<file path="config.mk">
export PLATFORM = sky130hd
export DESIGN_NAME = sfifo_wr_arbiter
export DESIGN_NICKNAME = d
export VERILOG_FILES = /design/src/rtl/sfifo_pkg.sv /design/src/rtl/sfifo_wr_arbiter_rr_pick.sv /design/src/rtl/sfifo_wr_arbiter.sv
export SDC_FILE = /design/constraint.sdc
export NUM_CORES = 1
export LEC_CHECK = 0
export BUFFER_PORTS_ARGS = -buffer_cell sky130_fd_sc_hd__buf_2
export CAP_MARGIN = 20
export CORE_ASPECT_RATIO = 2
export CORE_MARGIN = 4
export CORE_UTILIZATION = 25
export CTS_CLUSTER_DIAMETER = 80
export CTS_CLUSTER_SIZE = 16
export DETAILED_ROUTE_END_ITERATION = 6
export PLACE_DENSITY_LB_ADDON = 0.1
export SLEW_MARGIN = 25
export SYNTH_ARGS = -nofsm -noshare
export SYNTH_HDL_FRONTEND = slang
export SYNTH_SLANG_ARGS = --single-unit
</file>
<file path="constraint.sdc">
create_clock -name clk -period 3 [get_ports clk]
set_input_delay 0.45 -clock clk [delete_from_list [all_inputs] [get_ports clk]]
set_output_delay 0.45 -clock clk [all_outputs]
set_load 0.02 [all_outputs]
</file>
<file path="src/rtl/sfifo_pkg.sv">
// Shared definitions for the SFIFO write arbiter: FSM encoding, stats counter
// width and the owner-index width helper.
package sfifo_pkg;

  typedef enum logic [0:0] {
    StIdle  = 1'b0,
    StBurst = 1'b1
  } arb_state_e;

  localparam int unsigned StatW = 16;

  // Bits needed to hold an owner index for n requesters.
  function automatic int unsigned owner_idx_width(input int unsigned n);
    return (n > 1) ? $clog2(n) : 1;
  endfunction

endpackage

</file>
<file path="src/rtl/sfifo_wr_arbiter_rr_pick.sv">
// Combinational round-robin picker: first set bit of req scanning upward from
// last+1 with wrap-around.
module rr_pick #(
  parameter int unsigned Requesters = 4,
  parameter int unsigned IdxW       = 2
) (
  input  logic [Requesters-1:0] req,
  input  logic [IdxW-1:0]       last,
  output logic [Requesters-1:0] grant,
  output logic [IdxW-1:0]       idx,
  output logic                  any
);

  int unsigned      cand;
  logic [IdxW-1:0]  cand_idx;

  // Walk the ring starting just after the previous owner; first hit wins.
  always_comb begin
    grant    = '0;
    idx      = '0;
    any      = 1'b0;
    cand     = 0;
    cand_idx = '0;
    for (int unsigned k = 1; k <= Requesters; k++) begin
      cand     = (int'(last) + k) % Requesters;
      cand_idx = IdxW'(cand);
      if (!any && req[cand_idx]) begin
        any             = 1'b1;
        idx             = cand_idx;
        grant[cand_idx] = 1'b1;
      end
    end
  end

endmodule

</file>
<file path="src/rtl/sfifo_wr_arbiter.sv">
// Round-robin write arbiter sharing one SFIFO write port among Requesters
// producers, with bounded bursts of up to MaxBurst words per grant.
// Optional per-requester word counters and a stall counter are built when
// SFIFO_ARB_STATS_EN is defined.
module sfifo_wr_arbiter
  import sfifo_pkg::*;
#(
  parameter int unsigned Requesters = 4,
  parameter int unsigned Width      = 8,
  parameter int unsigned MaxBurst   = 4
) (
  input  logic                         clk,
  input  logic                         reset,
  input  logic [Requesters-1:0]        ReqValid,
  input  logic [Requesters*Width-1:0]  ReqData,
  output logic [Requesters-1:0]        ReqReady,
  input  logic                         FIFOFull,
  output logic                         FIFOWrReq,
  output logic [Width-1:0]             WRData,
  output logic [Requesters-1:0]        Grant
`ifdef SFIFO_ARB_STATS_EN
  ,
  output logic [Requesters*StatW-1:0]  WordCount,
  output logic [StatW-1:0]             StallCount
`endif
);

  localparam int unsigned IdxW = owner_idx_width(Requesters);
  localparam int unsigned CntW = $clog2(MaxBurst + 1);

  arb_state_e            state_q;
  logic [IdxW-1:0]       owner_q;
  logic [IdxW-1:0]       last_q;
  logic [Requesters-1:0] grant_q;
  logic [CntW-1:0]       count_q;

  logic                  owner_valid;
  logic                  xfer;
  logic                  burst_done;
  logic                  release_own;
  logic [Requesters-1:0] pick_req;
  logic [IdxW-1:0]       pick_last;
  logic [Requesters-1:0] pick_grant;
  logic [IdxW-1:0]       pick_idx;
  logic                  pick_any;

  // grant_q is one-hot on the owner while bursting, so this selects ReqValid[owner].
  assign owner_valid = |(ReqValid & grant_q);
  assign xfer        = (state_q == StBurst) && owner_valid && !FIFOFull;
  assign burst_done  = xfer && (count_q == CntW'(MaxBurst - 1));
  assign release_own = (state_q == StBurst) && (burst_done || !owner_valid);
  assign FIFOWrReq   = xfer;
  assign Grant       = grant_q;

  // On release the owner's valid still reflects the word just accepted, so it is
  // masked out; a lone producer re-arbitrates via IDLE and sees a one-cycle gap.
  assign pick_req  = (state_q == StBurst) ? (ReqValid & ~grant_q) : ReqValid;
  assign pick_last = (state_q == StBurst) ? owner_q : last_q;

  rr_pick #(
    .Requesters (Requesters),
    .IdxW       (IdxW)
  ) u_rr_pick (
    .req   (pick_req),
    .last  (pick_last),
    .grant (pick_grant),
    .idx   (pick_idx),
    .any   (pick_any)
  );

  // Per-requester accept strobe and owner data mux.
  always_comb begin
    ReqReady = '0;
    WRData   = '0;
    for (int i = 0; i < Requesters; i++) begin
      if (owner_q == IdxW'(i)) begin
        ReqReady[i] = xfer;
        if (state_q == StBurst) WRData = ReqData[i*Width +: Width];
      end
    end
  end

  // Arbitration FSM: grant, owner, round-robin pointer and beat counter.
  always_ff @(posedge clk or posedge reset) begin
    if (reset) begin
      state_q <= StIdle;
      owner_q <= '0;
      last_q  <= IdxW'(Requesters - 1);
      grant_q <= '0;
      count_q <= '0;
    end else begin
      case (state_q)
        StIdle: begin
          if (pick_any) begin
            state_q <= StBurst;
            owner_q <= pick_idx;
            grant_q <= pick_grant;
            count_q <= '0;
          end
        end
        StBurst: begin
          if (release_own) begin
            last_q <= owner_q;
            if (pick_any) begin
              owner_q <= pick_idx;
              grant_q <= pick_grant;
              count_q <= '0;
            end else begin
              state_q <= StIdle;
              grant_q <= '0;
              count_q <= '0;
            end
          end else if (xfer) begin
            count_q <= count_q + 1'b1;
          end
        end
        default: begin
          state_q <= StIdle;
          grant_q <= '0;
        end
      endcase
    end
  end

`ifdef SFIFO_ARB_STATS_EN
  logic [StatW-1:0] word_cnt_q [Requesters];
  logic [StatW-1:0] stall_cnt_q;
  logic             stall;

  assign stall = (state_q == StBurst) && owner_valid && FIFOFull;

  // Saturating accepted-word counters per requester and owner-stalled counter.
  always_ff @(posedge clk or posedge reset) begin
    if (reset) begin
      for (int i = 0; i < Requesters; i++) word_cnt_q[i] <= '0;
      stall_cnt_q <= '0;
    end else begin
      for (int i = 0; i < Requesters; i++) begin
        if (ReqReady[i] && (word_cnt_q[i] != '1)) word_cnt_q[i] <= word_cnt_q[i] + 1'b1;
      end
      if (stall && (stall_cnt_q != '1)) stall_cnt_q <= stall_cnt_q + 1'b1;
    end
  end

  for (genvar g = 0; g < Requesters; g++) begin : g_word_count
    assign WordCount[g*StatW +: StatW] = word_cnt_q[g];
  end
  assign StallCount = stall_cnt_q;
`endif

endmodule

</file>
==> results by group <==
Status
  • Status: complete, no violations

STA
  • Worst hold slack: 0.232 ns
  • Fin crit share: 75.4%
  • Tightest Pin Transition: 0.798 ns
  • Max Slew Vio Count: 0
  • Count of final hold-check violations: 0
  • Maximum clock rate: 0.442 GHz
  • Period minus WS final: 2.26 ns
  • Unrepaired setup endpoints after global routing: false
  • TNS Setup: 0 ns
  • Relative slew slack: 46.4%
  • Setup violators final: 0
  • Final Skew: 0.00175 ns

Die
  • Die ar.: 7010 um^2
  • Starting Density: 25.9%
  • FP Rows: 38
  • Die Wd: 61.2 um
  • Core area: 5470 um^2
  • Ports: 56
  • Die H: 114 um

Routing
  • 1st-pass router iterations: 4
  • Met3 wire length: 389 um
  • Metal2 WL: 2890 um
  • Post-Route M1 WL: 1540 um
  • Drt total wl: 4990 um
  • Initial DRC count: 55
  • Top Layer Used: met4
  • DRC: 0
  • Via density: 5.25
  • DR vias: 1445
  • Per-cell routed wire length: 18.1 um
  • Routed Antenna Nets: 0

Setup path
  • Reg2reg path depth: 6
  • Reg-to-reg setup timing slack: 0.77 ns
  • Reg2reg end: Grant[3]
  • Startpoint types: register
  • WS Path Type: register to output port
  • CP required: 2.55 ns
  • Kind of end point of the critical path: output port
  • Reg2Reg Launch Point: state_q
  • Critical Path AT: 1.81 ns
  • Critical path peak fanout: 22

Synthesis
  • Post-synth EDFFs: 0
  • Most used DFF post-synth: dfrtp_1
  • Syn Nets: 205
  • Average size of a mapped cell: 9.02 um^2
  • Cells after Synth: 157
  • Post-synth ARST share: 100%
  • Post-synthesis sequential area ratio: 21.4%
  • Yosys top cell by area: dfrtp_1
  • Most frequent cells after synthesis: 13 x nand2_1, 12 x inv_1, 11 x nor2_1
  • Syn. warnings: 0
  • Top cell type's share of synthesized area: 17.7%
  • Post-Syn Area: 1420 um^2
  • Synth area leaders: dfrtp_1 18%, mux4_2 14%, ha_1 8.0%
  • Synth unique cells: 41
  • #FFs+latches synth: 12
  • Dominant cell by count in the synthesized netlist: nand2_1

Pwr
  • Power Density: 1080 nW/um^2
  • Gate power share: 74.9%
  • Sequential share of power: 15.7%
  • Sw frac: 50.8%
  • Psw: 0.000996 W
  • Clock power share: 9.4%
  • Peak supply drop: 0.000401 V
  • Leak: 0.882 nW
  • Internal power: 0.000965 W

Clocking
  • Clock sinks: 12
  • Total CTS buffers: 3
  • H-tree depth: 1
  • Worst-Skew Late Latency: 0.25 ns
  • Clock root cell: clkbuf_8
  • Clock buffer depth: 2
  • CTS Hold Buffers Added: 0
  • CTS tree: built
  • CTS resizes: 0
  • Setup bufs post-CTS: 0
  • Clock edge transition at the registers on the reported setup and hold paths: 0.06 ns

Job
  • Max-Cap Viols: 0

Place
  • RePlAce Congestion: 0.815
  • DPL Wire Length: 4100 um
  • I/O Buffers: 55

Global route
  • Largest net degree at the start of global routing: 23
  • Initial antenna violation count: 0
  • All-layer global routing usage: 14.5%
  • Remaining Overflow, GRT: 0
  • Global-route wire length before repair: 7340 um
  • Vias in the first global route: 1454

Final layout
  • Fillers: 593
  • Share of layout cells above drive strength 1: 39.5%
  • Diode count: 0
  • Layout net count: 264
  • Synth-to-layout area growth: 28.3%

Min path
  • HP Class: primary input to asynchronous set/reset pin
how the worst max path moves through the flow:
stage	depth (start not counted)	start	endpoint	slack (ns)
global route	8	state_q	ReqReady[2]	0.53
CTS	7	state_q	ReqReady[3]	0.73
floorplan	7	state_q	owner_q[0]	0.64
detailed placement	6	state_q	Grant[3]	0.78
global placement	5	state_q	owner_q[0]	0.79
finish	7	state_q	ReqReady[3]	0.74
sequential cells by signal, indices dropped and copies added, names as in the netlist:
register  count
last_q        2
owner_q       2
state_q       1
count_q       3
Grant         4
metal layers:
metal	track usage, %	vias to the layer above
met4	7.38	0
met2	29.4	66
met1	12.6	666
li1	-	703
met3	1.47	10
met5	0	-
layout by cell type (no fill, tap or decap), types with 5 or more instances in the layout:
master    count
nor2_1       11
buf_2        55
mux2i_1       5
mux4_2        9
inv_1        12
nand2_1      13
ha_1          9
a21boi_0      5
and2_1        8
dfrtp_1      10
o21ai_0       9
nand3_1       8
buf_4         7
power groups by stage:
stage                     logic [W]  clock network (W)  registers (W)
final                       0.00147           0.000185       0.000308
after global routing        0.00162           0.000197       0.000316
after CTS                   0.00148           0.000189       0.000310
after detailed placement    0.00148                  0       0.000313
after global placement      0.00149                  0       0.000314
after floorplan             0.00106                  0       0.000312
worst max-delay path, cell delays in order, from the launching register on:
cell and delay (ns):
dfrtp_1 0.43, buf_4 0.27, inv_1 0.08, a21o_1 0.18
nand2b_1 0.16, inv_1 0.13, and3_1 0.16, buf_2 0.16
logic make-up (layout without fill, tap and decap cells):
kind of cell,after synthesis,after routing,synth area share (%)
flops,12,12,21.4
buf+inv,21,79,7.51
fa+ha+maj,9,9,7.95
compound gates,41,41,21.7
simple gates,57,57,20.4
mux,17,17,21.0
through the flow:
step / total power [W] / cell area, um^2 / utilization, % / std cells / worst slack, ns
4_1_cts: 0.00198 / 1820 / 33.2 / 275 / 0.730
3_3_place_gp: 0.00180 / 1760 / 32.2 / 271 / 0.786
3_5_place_dp: 0.00179 / 1760 / 32.2 / 271 / 0.782
5_1_grt: 0.00213 / 1820 / 33.2 / 275 / 0.530
2_1_floorplan: 0.00137 / 1420 / - / 157 / 0.637
6_report: 0.00196 / 1820 / 33.2 / 275 / 0.738
final cells by class:
type / instances / area, um^2 / share of cell area, %
Multi-Input combinational cell: 124 / 1010 / 55.4
Inverter: 13 / 48.8 / 2.69
Sequential cell: 12 / 303 / 16.7
Timing Repair Buffer: 62 / 328 / 18.0
Clock buffer: 4 / 55.1 / 3.03
Tap cell: 60 / 75.1 / 4.13
No activity file was read; power rests on OpenSTA's default activity.
